===== src/rtl/reg_dump.sv =====
// ============================================================================
// reg_dump
// ----------------------------------------------------------------------------
// Sequential debug reader for the CPU register file. A start pulse walks an
// inclusive, wrap-around range of register indices. For each index it drives
// rd_idx to a spare read port, captures the combinational read data and
// streams the (index, value) pair out over a valid/ready handshake. It never
// writes the register file.
//
// Ports
//   clk        in   rising-edge clock
//   rst        in   synchronous, active-high reset
//   start      in   begin a dump (only honoured in IDLE)
//   first_idx  in   first index of the range (latched on start)
//   last_idx   in   last index of the range (latched on start)
//   rd_idx     out  read address to the register file (registered)
//   rd_val     in   combinational read data for rd_idx
//   out_valid  out  out_idx/out_data hold a word
//   out_ready  in   consumer accepts the word
//   out_idx    out  register index of the current word
//   out_data   out  register value of the current word
//   busy       out  dump in progress (FETCH or SEND)
//   done       out  one-cycle pulse after the last word transfers
// ============================================================================
module reg_dump #(
    parameter int REG_WIDTH      = 16,
    parameter int NUM_REGS_WIDTH = 3
) (
    input  logic                      clk,
    input  logic                      rst,
    input  logic                      start,
    input  logic [NUM_REGS_WIDTH-1:0] first_idx,
    input  logic [NUM_REGS_WIDTH-1:0] last_idx,
    output logic [NUM_REGS_WIDTH-1:0] rd_idx,
    input  logic [REG_WIDTH-1:0]      rd_val,
    output logic                      out_valid,
    input  logic                      out_ready,
    output logic [NUM_REGS_WIDTH-1:0] out_idx,
    output logic [REG_WIDTH-1:0]      out_data,
    output logic                      busy,
    output logic                      done
);

    typedef enum logic [1:0] {
        IDLE  = 2'd0,
        FETCH = 2'd1,
        SEND  = 2'd2,
        DONE  = 2'd3
    } state_t;

    state_t state_q, state_d;

    // Walk position and the latched end of the range. Only the end needs to
    // be kept: the start of the range seeds cur directly.
    logic [NUM_REGS_WIDTH-1:0] cur_q,  cur_d;
    logic [NUM_REGS_WIDTH-1:0] last_q, last_d;

    // Registered outputs.
    logic [NUM_REGS_WIDTH-1:0] rd_idx_q,   rd_idx_d;
    logic [NUM_REGS_WIDTH-1:0] out_idx_q,  out_idx_d;
    logic [REG_WIDTH-1:0]      out_data_q, out_data_d;
    logic                      out_valid_q, out_valid_d;
    logic                      busy_q,      busy_d;
    logic                      done_q,      done_d;

    logic [NUM_REGS_WIDTH-1:0] cur_inc;
    logic                      at_last;
    logic                      xfer;

    // Natural overflow of the index width gives the mod 2^N wrap for free.
    assign cur_inc = cur_q + NUM_REGS_WIDTH'(1);
    assign at_last = (cur_q == last_q);
    // out_valid_q is high exactly in SEND, so this is the handshake.
    assign xfer    = (state_q == SEND) && out_ready;

    // ------------------------------------------------------------------------
    // State and datapath registers
    // ------------------------------------------------------------------------
    // NOTE: sequential state uses non-blocking (<=) so every register samples
    // the pre-edge value of its inputs regardless of statement order.
    always_ff @(posedge clk) begin
        if (rst) begin
            state_q     <= IDLE;
            cur_q       <= '0;
            last_q      <= '0;
            rd_idx_q    <= '0;
            out_idx_q   <= '0;
            out_data_q  <= '0;
            out_valid_q <= 1'b0;
            busy_q      <= 1'b0;
            done_q      <= 1'b0;
        end else begin
            state_q     <= state_d;
            cur_q       <= cur_d;
            last_q      <= last_d;
            rd_idx_q    <= rd_idx_d;
            out_idx_q   <= out_idx_d;
            out_data_q  <= out_data_d;
            out_valid_q <= out_valid_d;
            busy_q      <= busy_d;
            done_q      <= done_d;
        end
    end

    // ------------------------------------------------------------------------
    // Next-state logic
    // ------------------------------------------------------------------------
    // NOTE: each always_comb assigns a default to every target first, so no
    // path through the case can leave a signal unassigned and infer a latch.
    always_comb begin
        state_d = state_q;
        unique case (state_q)
            IDLE:  if (start) state_d = FETCH;
            FETCH: state_d = SEND;
            SEND:  if (xfer) state_d = at_last ? DONE : FETCH;
            DONE:  state_d = IDLE;
            default: state_d = IDLE;
        endcase
    end

    // ------------------------------------------------------------------------
    // Output / datapath next values
    // ------------------------------------------------------------------------
    always_comb begin
        cur_d      = cur_q;
        last_d     = last_q;
        rd_idx_d   = rd_idx_q;
        out_idx_d  = out_idx_q;
        out_data_d = out_data_q;

        unique case (state_q)
            IDLE: begin
                if (start) begin
                    cur_d    = first_idx;
                    last_d   = last_idx;
                    // Present the address a cycle early so the registered
                    // rd_idx already equals cur throughout FETCH.
                    rd_idx_d = first_idx;
                end
            end
            FETCH: begin
                // Snapshot taken here is what makes already-fetched words
                // immune to later writes to the register file.
                out_data_d = rd_val;
                out_idx_d  = cur_q;
            end
            SEND: begin
                if (xfer && !at_last) begin
                    cur_d    = cur_inc;
                    rd_idx_d = cur_inc;
                end
            end
            DONE: begin
            end
            default: begin
            end
        endcase

        // Flags are registered copies of the state being entered, which
        // keeps every output glitch-free and aligned with the state.
        out_valid_d = (state_d == SEND);
        busy_d      = (state_d == FETCH) || (state_d == SEND);
        done_d      = (state_d == DONE);
    end

    assign rd_idx    = rd_idx_q;
    assign out_idx   = out_idx_q;
    assign out_data  = out_data_q;
    assign out_valid = out_valid_q;
    assign busy      = busy_q;
    assign done      = done_q;

endmodule


===== config.mk =====
export PLATFORM = sky130hd
export DESIGN_NAME = reg_dump
export DESIGN_NICKNAME = d
export VERILOG_FILES = /design/src/rtl/reg_dump.sv
export SDC_FILE = /design/constraint.sdc
export NUM_CORES = 1
export LEC_CHECK = 0
export BUFFER_PORTS_ARGS = -buffer_cell sky130_fd_sc_hd__buf_2
export CAP_MARGIN = 40
export CORE_MARGIN = 3
export CORE_UTILIZATION = 40
export CTS_BUF_LIST = sky130_fd_sc_hd__clkbuf_8
export DETAILED_ROUTE_END_ITERATION = 10
export PLACE_DENSITY = 0.69
export SYNTH_ARGS = -nofsm -noshare
export SYNTH_HDL_FRONTEND = slang
export SYNTH_SLANG_ARGS = --single-unit

===== constraint.sdc =====
create_clock -name clk -period 1.8 [get_ports clk]
set_input_delay 0.36 -clock clk [delete_from_list [all_inputs] [get_ports clk]]
set_output_delay 0.36 -clock clk [all_outputs]
set_load 0.01 [all_outputs]

==> summary by stage, run 1 <==
Die
In this run the count of I/O pins placed on the die edge is 51. The placement row count is 19. The die extent in x is ~60 microns.

For this configuration, the core starts out at a cell density of 0.423. Measured along the y axis, the die boundary spans about 60 microns. The core region is about 2800 sq um.

The die area is about 3600 sq um.

Min path
The worst hold path belongs to the class primary input to flop.

Run
The tool flagged a number of max-cap violations equal to 0.

Routing
For this block, the initial DRC count from the detailed router was 39. Dividing the detail-routed via count by the number of cells gives between 4 and 5. For this run, the detailed router's first-pass iteration total came to 4. Summed over all layers, the routed wires come to between 2000 and 3000 microns. In the routed design, unresolved DRC markers number 0. The number of nets with antenna violations after detailed routing is 0.

After detailed routing, the average wire length per cell comes to roughly 12 microns. The total via count in the routed design is about 1,100.

Clock tree
Buffers added to address setup during post-CTS repair amount to 0. The clock tree from TritonCTS is built. CTS built an H-tree with a depth of 2.

The number of hold buffers added after CTS was 0. For the worst-skew pair, the clock arrives at the later sink with an insertion delay of approximately 0.28 ns. The maximum number of buffers from clock root to sink is 2. After clock tree synthesis, the clock-pin slew on the worst setup and hold paths is around 0.060 ns. Once the clock tree was built, the resizer swapped 0 gates to a different size. The clock drives 30 sinks.

TritonCTS created 5 clock buffers. The cell chosen for the clock root is sky130_fd_sc_hd__clkbuf_8.

Logic synthesis
The number of flops mapped to enable cells by yosys is 0. The most used flip-flop cell after synthesis is sky130_fd_sc_hd__dfxtp_1. The register bit total from synthesis is 30.

The most frequently used cell type in the post-synthesis netlist is sky130_fd_sc_hd__nand2_1. The cell count after synthesis is around 140. Of the post-synthesis cell area, the dominant cell type holds 0.510. Counting every net in the synthesized netlist gives ~170. Yosys attributes the largest share of cell area to sky130_fd_sc_hd__dfxtp_1, sky130_fd_sc_hd__nand2_1, sky130_fd_sc_hd__a21oi_1.

The number of different library cells used by synthesis comes to 27. The post-synthesis area per instance is 8.59 sq um. Ranked by instance count, the synthesized netlist is headed by sky130_fd_sc_hd__nand2_1, sky130_fd_sc_hd__dfxtp_1, sky130_fd_sc_hd__a21oi_1. The largest area contributor in the synthesized netlist is sky130_fd_sc_hd__dfxtp_1. In the synthesized netlist the async set-or-reset flop fraction comes to 0. The number of warning messages in the yosys log is 0. The share of the Yosys chip area taken by registers is 0.510. The combined area of all synthesized cells is around 1200 sq um.

Power and ir drop
The power density of the placed cells is just under 1000 nW/um^2. The share of total power dissipated in sequential elements is 0.482. The net load switching power is 0.407 mW. Of the total power, the share spent switching nets is 0.266. The internal power contribution is between 1 and 1.5 mW.

The share of total power dissipated in the clock network is 0.360. The maximum VDD drop is ~800 uV. The part of the power in combinational logic is 0.158. For this design the static power due to leakage is 0.747 nW.

Global routing
The total global-route track usage is 0.161. Entering global routing, the biggest net connects 31 pins. The first-pass GRT wire length is around 4300 microns. The number of antenna violations at the first check in global routing is 0. The total congestion overflow after global routing is 0.

The via count of the first global-routing pass came to between 1,000 and 1,500.

Worst setup path
Walking the worst path, the cells encountered are xor2_1, o31a_1, o21ai_0, ha_1, nor2_1. The critical path's top delay family is compound AO/OA/AOI/OAI gates. The delay contributed by the slowest stage of the critical path is between 0.3 and 0.4 ns. The number of buffer and inverter stages on the critical path is 0.

For the worst setup path, the data arrival time is between 1.5 and 2 ns. The slowest cell on the critical path is sky130_fd_sc_hd__dfxtp_1. The largest driver fanout on the critical path is 6.

The required time of the critical path is roughly 2 ns. STA classifies the critical path startpoint as a flop. The critical path class is flop to flop. The kind of capture point of the worst setup path is a flop.

Timing
The max-slew violation total from the final report was 0. The setup violation total in the final timing report is 0. At the pin with the least slew margin, the transition time is 0.515 ns. The routed design could run at a clock period as short as roughly 1.6 ns. Clock skew on the completed layout was measured at about 0.0033 ns. Setup repair after global routing left no endpoint under its margin. The total negative slack for setup checks is 0 ns.

The final hold violation count is 0. The highest attainable clock frequency is between 0.6 and 0.7 GHz. The ratio of final minimum period to clock period is 0.896. The worst relative slew slack is 0.657.

Layout
The number of antenna diodes in the final layout is 0. The proportion of layout cells with a drive suffix above 1 is 0.330. Relative to the synthesized area, the layout overhead comes to 32.0%.

The number of non-filler instances in the completed layout is around 220. The final net count is between 200 and 250. The utilization after layout is 0.559.

Placed design
The number of buffers added on ports is 50. After legalization and detailed placement, the total HPWL measured around 2000 microns. At the end of routability-driven placement, the weighted congestion stood at between 0.7 and 0.8. The number of placed instances, taps included, is about 210.

Run status
The run finished with clean final reports.
## placed cells by master, fill, tap and decap left out
cell / instances
sky130_fd_sc_hd__inv_1: 2
sky130_fd_sc_hd__ha_1: 3
sky130_fd_sc_hd__o31a_1: 1
sky130_fd_sc_hd__clkbuf_8: 6
sky130_fd_sc_hd__dfxtp_1: 30
sky130_fd_sc_hd__buf_2: 50
sky130_fd_sc_hd__o41ai_1: 1
sky130_fd_sc_hd__nor4_1: 1
sky130_fd_sc_hd__clkinvlp_4: 1
sky130_fd_sc_hd__o31ai_1: 1
sky130_fd_sc_hd__and2_1: 2
sky130_fd_sc_hd__nor3b_1: 1
sky130_fd_sc_hd__o311ai_0: 1
sky130_fd_sc_hd__a21oi_1: 22
sky130_fd_sc_hd__nand2_1: 38
sky130_fd_sc_hd__nor2b_1: 3
sky130_fd_sc_hd__buf_4: 4
sky130_fd_sc_hd__nor3b_2: 1
sky130_fd_sc_hd__o21ai_0: 2
sky130_fd_sc_hd__or4_1: 1
sky130_fd_sc_hd__clkinv_2: 1
sky130_fd_sc_hd__mux2i_1: 5
sky130_fd_sc_hd__xor2_1: 3
sky130_fd_sc_hd__or2b_1: 1
sky130_fd_sc_hd__or2_0: 1
sky130_fd_sc_hd__or3_1: 1
sky130_fd_sc_hd__nor2_1: 6
sky130_fd_sc_hd__and2b_1: 1
sky130_fd_sc_hd__nand2b_1: 1
## stage by stage
stage / setup slack [ns] / hold WS [ns] / total power [mW] / instance area, sq um
after global placement: 0.231 / 0.439 / 0.991 / 1460
after global routing: 0.0133 / 0.316 / 1.62 / 1550
final: 0.187 / 0.315 / 1.53 / 1550
after floorplan: 0.316 / 0.463 / 0.897 / 1180
after CTS: 0.172 / 0.302 / 1.56 / 1550
after detailed placement: 0.164 / 0.444 / 1.00 / 1460
## layout make-up
class	instances	area, sq um
fillers	283	1230
flip-flops and latches	30	601
multi-input cells	97	532
repair buffers	54	280
clock buffers	6	82.6
well taps	31	38.8
clock inverters	2	12.5
inverters	2	7.51
## power groups by stage
stage                     registers, mW  logic [mW]  clock network (mW)
final                             0.739       0.242               0.553
after global routing              0.745       0.277               0.600
after CTS                         0.740       0.246               0.576
after detailed placement          0.754       0.245                   0
after global placement            0.752       0.239                   0
after floorplan                   0.767       0.130                   0
## path summary, 6_finish.rpt
kind | startpoint | endpoint | slack, ns | depth (start not counted)
min | rd_val[12] | out_data[12]$_SDFFE_PP0N_ | 0.32 | 3
max reg2reg | rd_idx[0]$_SDFFE_PP0P_ | busy$_SDFF_PP0_ | 0.19 | 5
max | rd_idx[0]$_SDFFE_PP0P_ | busy$_SDFF_PP0_ | 0.19 | 5
min reg2reg | out_data[1]$_SDFFE_PP0N_ | out_data[1]$_SDFFE_PP0N_ | 0.45 | 2
## metal layers
layer / global-route usage / part of all wire
met5: 0 / 0
met1: 0.186 / 0.41
met3: 0.0454 / 0.075
met4: 0.0759 / 0.012
met2: 0.272 / 0.50
## cell families after synthesis
| kind of cell | count (synthesis) | synth area share |
|---|---|---|
| simple gates | 58 | 0.224 |
| mux | 5 | 0.0425 |
| flops | 30 | 0.510 |
| fa+ha+maj | 3 | 0.0319 |
| compound gates | 28 | 0.131 |
| buf+inv | 10 | 0.0383 |
| xor+xnor | 3 | 0.0223 |
## worst min-delay path, cell delays in order
cell and delay (ns):
sky130_fd_sc_hd__buf_2 0.09, sky130_fd_sc_hd__nand2_1 0.04, sky130_fd_sc_hd__a21oi_1 0.05
## registers in the layout, indices dropped and copies added (netlist names)
name,cells
busy,1
out_idx,3
last_q,3
done,1
out_valid,1
state_q,2
out_data,16
rd_idx,3
Note: power is estimated with default switching activity, not from simulation.
==> inputs of run 2 (changes only) <==
--- a/config.mk
+++ b/config.mk
@@ -7,7 +7,6 @@
 export LEC_CHECK = 0
 export BUFFER_PORTS_ARGS = -buffer_cell sky130_fd_sc_hd__buf_2
 export CAP_MARGIN = 40
-export CORE_MARGIN = 3
 export CORE_UTILIZATION = 40
 export CTS_BUF_LIST = sky130_fd_sc_hd__clkbuf_8
 export DETAILED_ROUTE_END_ITERATION = 10
==> constraint.sdc (replaced) <==
create_clock -name clk -period 2 [get_ports clk]
set_input_delay 0.4 -clock clk [delete_from_list [all_inputs] [get_ports clk]]
set_output_delay 0.4 -clock clk [all_outputs]
set_load 0.01 [all_outputs]
==> run 2 against run 1 <==
  * Fmax increased by 0.81%
  * Core utilization is 0.27 points lower
  * Via count fell by 1.3%
  * Critical endpoint unchanged
  * Highest routed layer unchanged
  * Critical path depth did not move
  * Global-route usage grew 0.73 points
==> summary by stage, run 2 (synthesis results as in run 1) <==
Power and ir drop
The maximum VDD drop is 572 uV (was 800 uV). The leakage power of the design is 0.742 nW (was 0.747 nW). The power density of the placed cells is 889 nW/um^2 (was 987 nW/um^2).

Die
The die area is 3160 sq um (was 3630 sq um). The initial standard-cell utilization of the core was 0.423 (unchanged). The die extent in x is 56.3 microns (was 60.3 microns). The placement row count was 19 (unchanged). The number of top-level pins is 51 (unchanged). The height of the die is 56.3 microns (was 60.3 microns). The core area is 2780 sq um (unchanged).

Placed design
The post-DP HPWL is 1770 microns (was 1970 microns). The number of buffers added on ports is 50 (unchanged). The placement-stage worst setup slack is 0.373 ns (was 0.164 ns). The placed instance count was 213 (was 214). The weighted congestion at the end of routability-driven global placement came to 0.864 (was 0.794).

Timing
The ratio of final minimum period to clock period was 0.800 (was 0.896). The time the worst path needs with I/O delays and setup is 1.60 ns (was 1.61 ns). The setup violation total in the final timing report is 0 (unchanged). The final critical-path setup slack was 0.400 ns (was 0.187 ns). The final setup skew is 0.00636 ns (was 0.00330 ns).

The total negative slack for setup checks was 0 ns (unchanged). The highest attainable clock frequency is 0.625 GHz (was 0.620 GHz). The max-slew violation total from the final report was 0 (unchanged).

The actual slew at the worst max-slew pin is 0.604 ns (was 0.515 ns). The final hold violation count is 0 (unchanged). The worst relative slew slack is 0.598 (was 0.657). RSZ-0062 raised after global routing: no (unchanged).

Clock tree
The maximum number of buffers from clock root to sink is 2 (unchanged). The number of instances resized during post-cts repair came to 0 (unchanged). The clock latency on the worst-skew pair was 0.28 ns (about the same). The register clock-pin slew on the reported worst setup and hold paths is 0.06 ns (about the same).

The cell chosen for the clock root is sky130_fd_sc_hd__clkbuf_8 (unchanged). The total clock sinks is 30 (unchanged). The number of clock buffers inserted by TritonCTS is 5 (unchanged). The total setup buffers inserted after CTS came to 0 (unchanged).

The clock tree from TritonCTS is built (unchanged). The count of hold buffers inserted by post-cts repair is 0 (unchanged). The number of levels the H-tree was split into is 2 (unchanged).

Layout
The number of fillers in the final layout is 277 (was 283). The area added between synthesis and finish is 31.3% (was 32.0%). The proportion of layout cells with a drive suffix above 1 came to 0.326 (was 0.330). The antenna diode count is 0 (unchanged). The commonest non-fill, non-tap cell in the layout is sky130_fd_sc_hd__buf_2 (unchanged). The final net count is 218 (was 219). Commonest cells after routing, fill and taps aside: sky130_fd_sc_hd__buf_2, sky130_fd_sc_hd__nand2_1, sky130_fd_sc_hd__dfxtp_1 (unchanged). The flip-flop count of the largest register, all copies and words added came to 16 (unchanged). The number of non-filler instances in the completed layout is 221 (was 222).

Routing
The wire length reported by the detailed router is 2400 microns (was 2640 microns). The number of DRC markers in iteration 0 is 29 (was 39). The number of vias per cell is 4.94 (was 4.98). The DRC violation count after routing is 0 (unchanged). The detailed-route wire length per cell came to 10.9 microns (was 11.9 microns). The number of nets with antenna violations after detailed routing is 0 (unchanged). The total via count in the routed design came to 1,092 (was 1,106). The first-pass iteration count of the detailed router was 4 (unchanged).

Worst setup path
The critical path class was flop to flop (unchanged). The kind of launch point of the worst setup path is a flop (unchanged). The required time of the critical path is 2.21 ns (was 2.01 ns). The largest driver fanout on the critical path is 6 (unchanged). The slowest cell on the critical path is sky130_fd_sc_hd__dfxtp_1 (unchanged). The kind of capture point of the worst setup path is a flop (unchanged).

The critical path data arrival time is 1.81 ns (was 1.82 ns). Crit path cell chain: xor2_1, o31a_1, o21ai_0, ha_1, nor2_1 (unchanged). The delay contributed by the slowest stage of the critical path is 0.37 ns (was 0.36 ns).

Min path
The class of the most critical hold timing path is primary input to flop (unchanged).

Global routing
The pin count of the biggest net entering global routing is 31 (unchanged). The first-pass GRT wire length was 4120 microns (was 4280 microns). The number of antenna violations at the first check in global routing is 0 (unchanged).

The via count of the first global-routing pass is 1,006 (was 1,051). The total global-route track usage is 0.168 (was 0.161). The total congestion overflow after global routing is 0 (unchanged).

Run status
Result of the run: complete, no violations (unchanged).

Run
The number of violations of the max-capacitance limit is 0 (unchanged).
run 2: changes by cell type in the layout (fill, tap and decap cells not counted):
cell,delta
sky130_fd_sc_hd__buf_4,-1
run 2: metrics by stage:
step | utilization | power [mW] | hold WS (ns) | instance area (sq um)
after floorplan | - | 0.807 | 0.480 | 1180
after global placement | 0.522 | 0.887 | 0.440 | 1450
after detailed placement | 0.522 | 0.894 | 0.445 | 1450
after CTS | 0.556 | 1.40 | 0.349 | 1550
after global routing | 0.556 | 1.46 | 0.345 | 1550
final | 0.556 | 1.37 | 0.355 | 1550
run 2: worst max-delay path, delay by kind of cell (launching register included):
kind / cells / cell delay [ns]
XOR/XNOR: 1 / 0.19
AO/OA/AOI/OAI: 2 / 0.58
adder cells (fa/ha/maj): 1 / 0.30
flip-flops: 1 / 0.37
AND/OR/NAND/NOR: 1 / 0.09
run 2: path summary, 6_finish.rpt:
path | from | to | slack [ns] | cells past startpoint
max | rd_idx[0]$_SDFFE_PP0P_ | busy$_SDFF_PP0_ | 0.40 | 5
min | rd_val[12] | out_data[12]$_SDFFE_PP0N_ | 0.36 | 3
max reg2reg | rd_idx[0]$_SDFFE_PP0P_ | busy$_SDFF_PP0_ | 0.40 | 5
min reg2reg | out_data[8]$_SDFFE_PP0N_ | out_data[8]$_SDFFE_PP0N_ | 0.45 | 2
run 2: layer usage:
metal / vias up / global-route usage / share of wire
li1: 558 / - / -
met3: 7 / 0.0622 / 0.078
met2: 43 / 0.270 / 0.48
met1: 484 / 0.190 / 0.42
met4: 0 / 0.101 / 0.025
met5: - / 0 / 0
run 2: cell type report:
class	instances	area (sq um)	area share
clock buffer	6	82.6	0.0534
clock inverter	2	12.5	0.00809
inverter	2	7.51	0.00485
multi-input combinational	97	532	0.344
sequential	30	601	0.388
tap	31	38.8	0.0251
timing repair buffer	53	273	0.176
run 2: power breakdown:
group | switching, mW | internal [mW]
Clock | 0.220 | 0.276
Combinational | 0.115 | 0.0996
Sequential | 0.0274 | 0.637
==> inputs of run 3 (changes only) <==
--- a/config.mk
+++ b/config.mk
@@ -10,7 +10,7 @@
 export CORE_UTILIZATION = 40
 export CTS_BUF_LIST = sky130_fd_sc_hd__clkbuf_8
 export DETAILED_ROUTE_END_ITERATION = 10
-export PLACE_DENSITY = 0.69
+export PLACE_DENSITY = 0.72
 export SYNTH_ARGS = -nofsm -noshare
 export SYNTH_HDL_FRONTEND = slang
 export SYNTH_SLANG_ARGS = --single-unit
==> constraint.sdc (replaced) <==
create_clock -name clk -period 1.3 [get_ports clk]
set_input_delay 0.26 -clock clk [delete_from_list [all_inputs] [get_ports clk]]
set_output_delay 0.26 -clock clk [all_outputs]
set_load 0.01 [all_outputs]
==> run 3 against run 2 <==
  * The run now ends with setup timing left
  * Design area grew 11%
  * Critical path type unchanged
  * Critical endpoint is now rd_idx[2]$_SDFFE_PP0P_
  * Largest power group unchanged
  * Die area stayed put
  * Combinational power increased by 110%
==> summary by stage, run 3 (synthesis results as in run 1) <==
Worst setup path
The kind of capture point of the worst setup path is a flop (unchanged). The largest driver fanout on the critical path was 5 (was 6). The last element of the critical path is rd_idx[2]$_SDFFE_PP0P_ (was busy$_SDFF_PP0_). The worst reg-to-reg path cell count was 5 (unchanged). The worst setup path startpoint is state_q[1]$_SDFF_PP0_ (was rd_idx[0]$_SDFFE_PP0P_). The critical path class is flop to flop (unchanged). The required time of the critical path is 1.44 ns (was 2.21 ns). The slowest cell on the critical path is sky130_fd_sc_hd__dfxtp_2 (was sky130_fd_sc_hd__dfxtp_1). The delay contributed by the slowest stage of the critical path is 0.34 ns (was 0.37 ns). The startpoint of the worst-slack reg-to-reg timing path is state_q[1]$_SDFF_PP0_ (was rd_idx[0]$_SDFFE_PP0P_). The critical path depth in cells is 5 (unchanged). The kind of launch point of the worst setup path is a flop (unchanged). The critical path data arrival time is 1.62 ns (was 1.81 ns).

The worst reg-to-reg setup slack came to -0.17 ns (was 0.40 ns). The number of buffer and inverter stages on the critical path is 1 (was 0). Crit path cell chain: nor3b_2, nor4_2, buf_4, o311ai_2, o41ai_2 (was xor2_1, o31a_1, o21ai_0, ha_1, nor2_1). The terminus of the critical flop-to-flop path was rd_idx[2]$_SDFFE_PP0P_ (was busy$_SDFF_PP0_). The critical path's top delay family was compound AO/OA/AOI/OAI gates (unchanged).

Placed design
The number of buffers added on ports was 50 (unchanged). The weighted congestion at the end of routability-driven global placement is 0.870 (was 0.864). The placed instance area was 1570 sq um (was 1450 sq um).

The placed instance count was 225 (was 213). The post-DP HPWL came to 2120 microns (was 1770 microns). The placement-stage worst setup slack is -0.146 ns (was 0.373 ns).

Clock tree
The total clock sinks is 30 (unchanged). The register clock-pin slew on the reported worst setup and hold paths came to 0.06 ns (about the same). The number of levels the H-tree was split into is 2 (unchanged).

The cell chosen for the clock root was sky130_fd_sc_hd__clkbuf_8 (unchanged). The clock tree from TritonCTS is built (unchanged). The clock latency on the worst-skew pair is 0.27 ns (was 0.28 ns).

The maximum number of buffers from clock root to sink is 2 (unchanged). The number of clock buffers inserted by TritonCTS is 5 (unchanged).

Layout
The proportion of layout cells with a drive suffix above 1 is 0.419 (was 0.326). The antenna diode count is 0 (unchanged). Commonest cells after routing, fill and taps aside: sky130_fd_sc_hd__buf_2, sky130_fd_sc_hd__nand2_1, sky130_fd_sc_hd__dfxtp_1 (unchanged). The area added between synthesis and finish came to 46.2% (was 31.3%). The commonest non-fill, non-tap cell in the layout is sky130_fd_sc_hd__buf_2 (unchanged). The final net count is 231 (was 218). The utilization after layout was 0.619 (was 0.556).

The flip-flop count of the largest register, all copies and words added came to 16 (unchanged). The post-layout instance area is 1720 sq um (was 1550 sq um). The number of non-filler instances in the completed layout is 234 (was 221).

Routing
The detailed-route wire length per cell is 12.5 microns (was 10.9 microns). The number of nets with antenna violations after detailed routing was 0 (unchanged). The number of DRC markers in iteration 0 is 32 (was 29). The total via count in the routed design came to 1,175 (was 1,092). The DRC violation count after routing is 0 (unchanged). The wire length reported by the detailed router is 2920 microns (was 2400 microns). The number of vias per cell came to 5.02 (was 4.94). The first-pass iteration count of the detailed router is 4 (unchanged).

Die
The die area is 3160 sq um (unchanged). The placement row count is 19 (unchanged). The height of the die is 56.3 microns (unchanged). The die extent in x is 56.3 microns (unchanged).

The number of top-level pins is 51 (unchanged). The initial standard-cell utilization of the core is 0.423 (unchanged). The core area is 2780 sq um (unchanged).

Timing
The max-slew violation total from the final report was 0 (unchanged). The time the worst path needs with I/O delays and setup came to 1.47 ns (was 1.60 ns). The final setup skew was 0.00328 ns (was 0.00636 ns). The worst relative slew slack is 0.771 (was 0.598). The final hold violation count came to 0 (unchanged). The actual slew at the worst max-slew pin is 0.340 ns (was 0.604 ns). The setup violation total in the final timing report came to 6 (was 0). The highest attainable clock frequency is 0.679 GHz (was 0.625 GHz). RSZ-0062 raised after global routing: yes (was no). The final critical-path setup slack came to -0.173 ns (was 0.400 ns).

The ratio of final minimum period to clock period is 1.13 (was 0.800).

Min path
The class of the most critical hold timing path is primary input to flop (unchanged).

Global routing
The number of antenna violations at the first check in global routing is 0 (unchanged). The total congestion overflow after global routing is 0 (unchanged). The via count of the first global-routing pass is 1,161 (was 1,006). The total global-route track usage is 0.197 (was 0.168). The pin count of the biggest net entering global routing came to 20 (was 31). The first-pass GRT wire length is 4820 microns (was 4120 microns).

Run status
The final reports fail on setup timing. Result of the run: complete, but fails checks (was complete, no violations).

Power and ir drop
The power density of the placed cells is 1370 nW/um^2 (was 889 nW/um^2). The total power is 2.36 mW (was 1.37 mW). The maximum VDD drop came to 1380 uV (was 572 uV).

The leakage power of the design was 0.832 nW (was 0.742 nW).

Run
The number of violations of the max-capacitance limit is 0 (unchanged).
==> run 3: cell types whose count changed in the layout (fill, tap and decap cells not counted), moves of 2 or more <==
| cell | delta |
|---|---|
| sky130_fd_sc_hd__xor2_1 | -2 |
| sky130_fd_sc_hd__dfxtp_1 | -2 |
| sky130_fd_sc_hd__xor2_2 | +2 |
| sky130_fd_sc_hd__dfxtp_2 | +2 |
| sky130_fd_sc_hd__buf_4 | +12 |
==> run 3: how the worst min path moves through the flow <==
stage	end	start	slack (ns)	depth (start not counted)
floorplan	rd_idx[2]$_SDFFE_PP0P_	rst	0.36	1
global placement	out_data[2]$_SDFFE_PP0N_	out_data[2]$_SDFFE_PP0N_	0.44	2
detailed placement	out_data[8]$_SDFFE_PP0N_	out_data[8]$_SDFFE_PP0N_	0.44	2
CTS	last_q[1]$_SDFFE_PP0P_	last_idx[1]	0.21	3
global route	out_data[15]$_SDFFE_PP0N_	rd_val[15]	0.21	3
finish	out_data[8]$_SDFFE_PP0N_	rd_val[8]	0.22	3
==> run 3: where the power goes <==
| part | switching (mW) | total [mW] | internal [mW] |
|---|---|---|---|
| Clock | 0.333 | 0.896 | 0.563 |
| Combinational | 0.226 | 0.443 | 0.216 |
| Sequential | 0.0394 | 1.02 | 0.982 |
| Total | 0.599 | 2.36 | 1.76 |
==> run 3: repair_timing <==
action,CTS,global route
cloned,0,0
resized for setup,3,6
setup endpoints to repair,6,7
hold buffers,0,0
buffers inserted,1,0
==> run 3: area by class of cell <==
class	instances	area, sq um
repair buffers	66	383
multi-input cells	97	581
well taps	31	38.8
clock inverters	3	40.0
fillers	253	1060
inverters	2	7.51
clock buffers	5	68.8
flip-flops and latches	30	603
==> run 3: per-layer routing <==
layer	track usage	routed length (microns)	vias up
met5	0	0	-
met4	0.139	98	0
met3	0.0553	191	16
met2	0.316	1380	50
met1	0.224	1250	529
li1	-	-	580
==> run 3: through the flow <==
step           hold slack (ns)  TNS [ns]
2_1_floorplan            0.363    -0.254
3_3_place_gp             0.439    -0.228
3_5_place_dp             0.445    -0.477
4_1_cts                  0.210    -0.443
5_1_grt                  0.211    -0.935
6_report                 0.218    -0.569
==> run 3: tightest hold or removal path: stages <==
cell	delay [ns]
sky130_fd_sc_hd__buf_2	0.09
sky130_fd_sc_hd__nand2_1	0.04
sky130_fd_sc_hd__a21oi_1	0.05
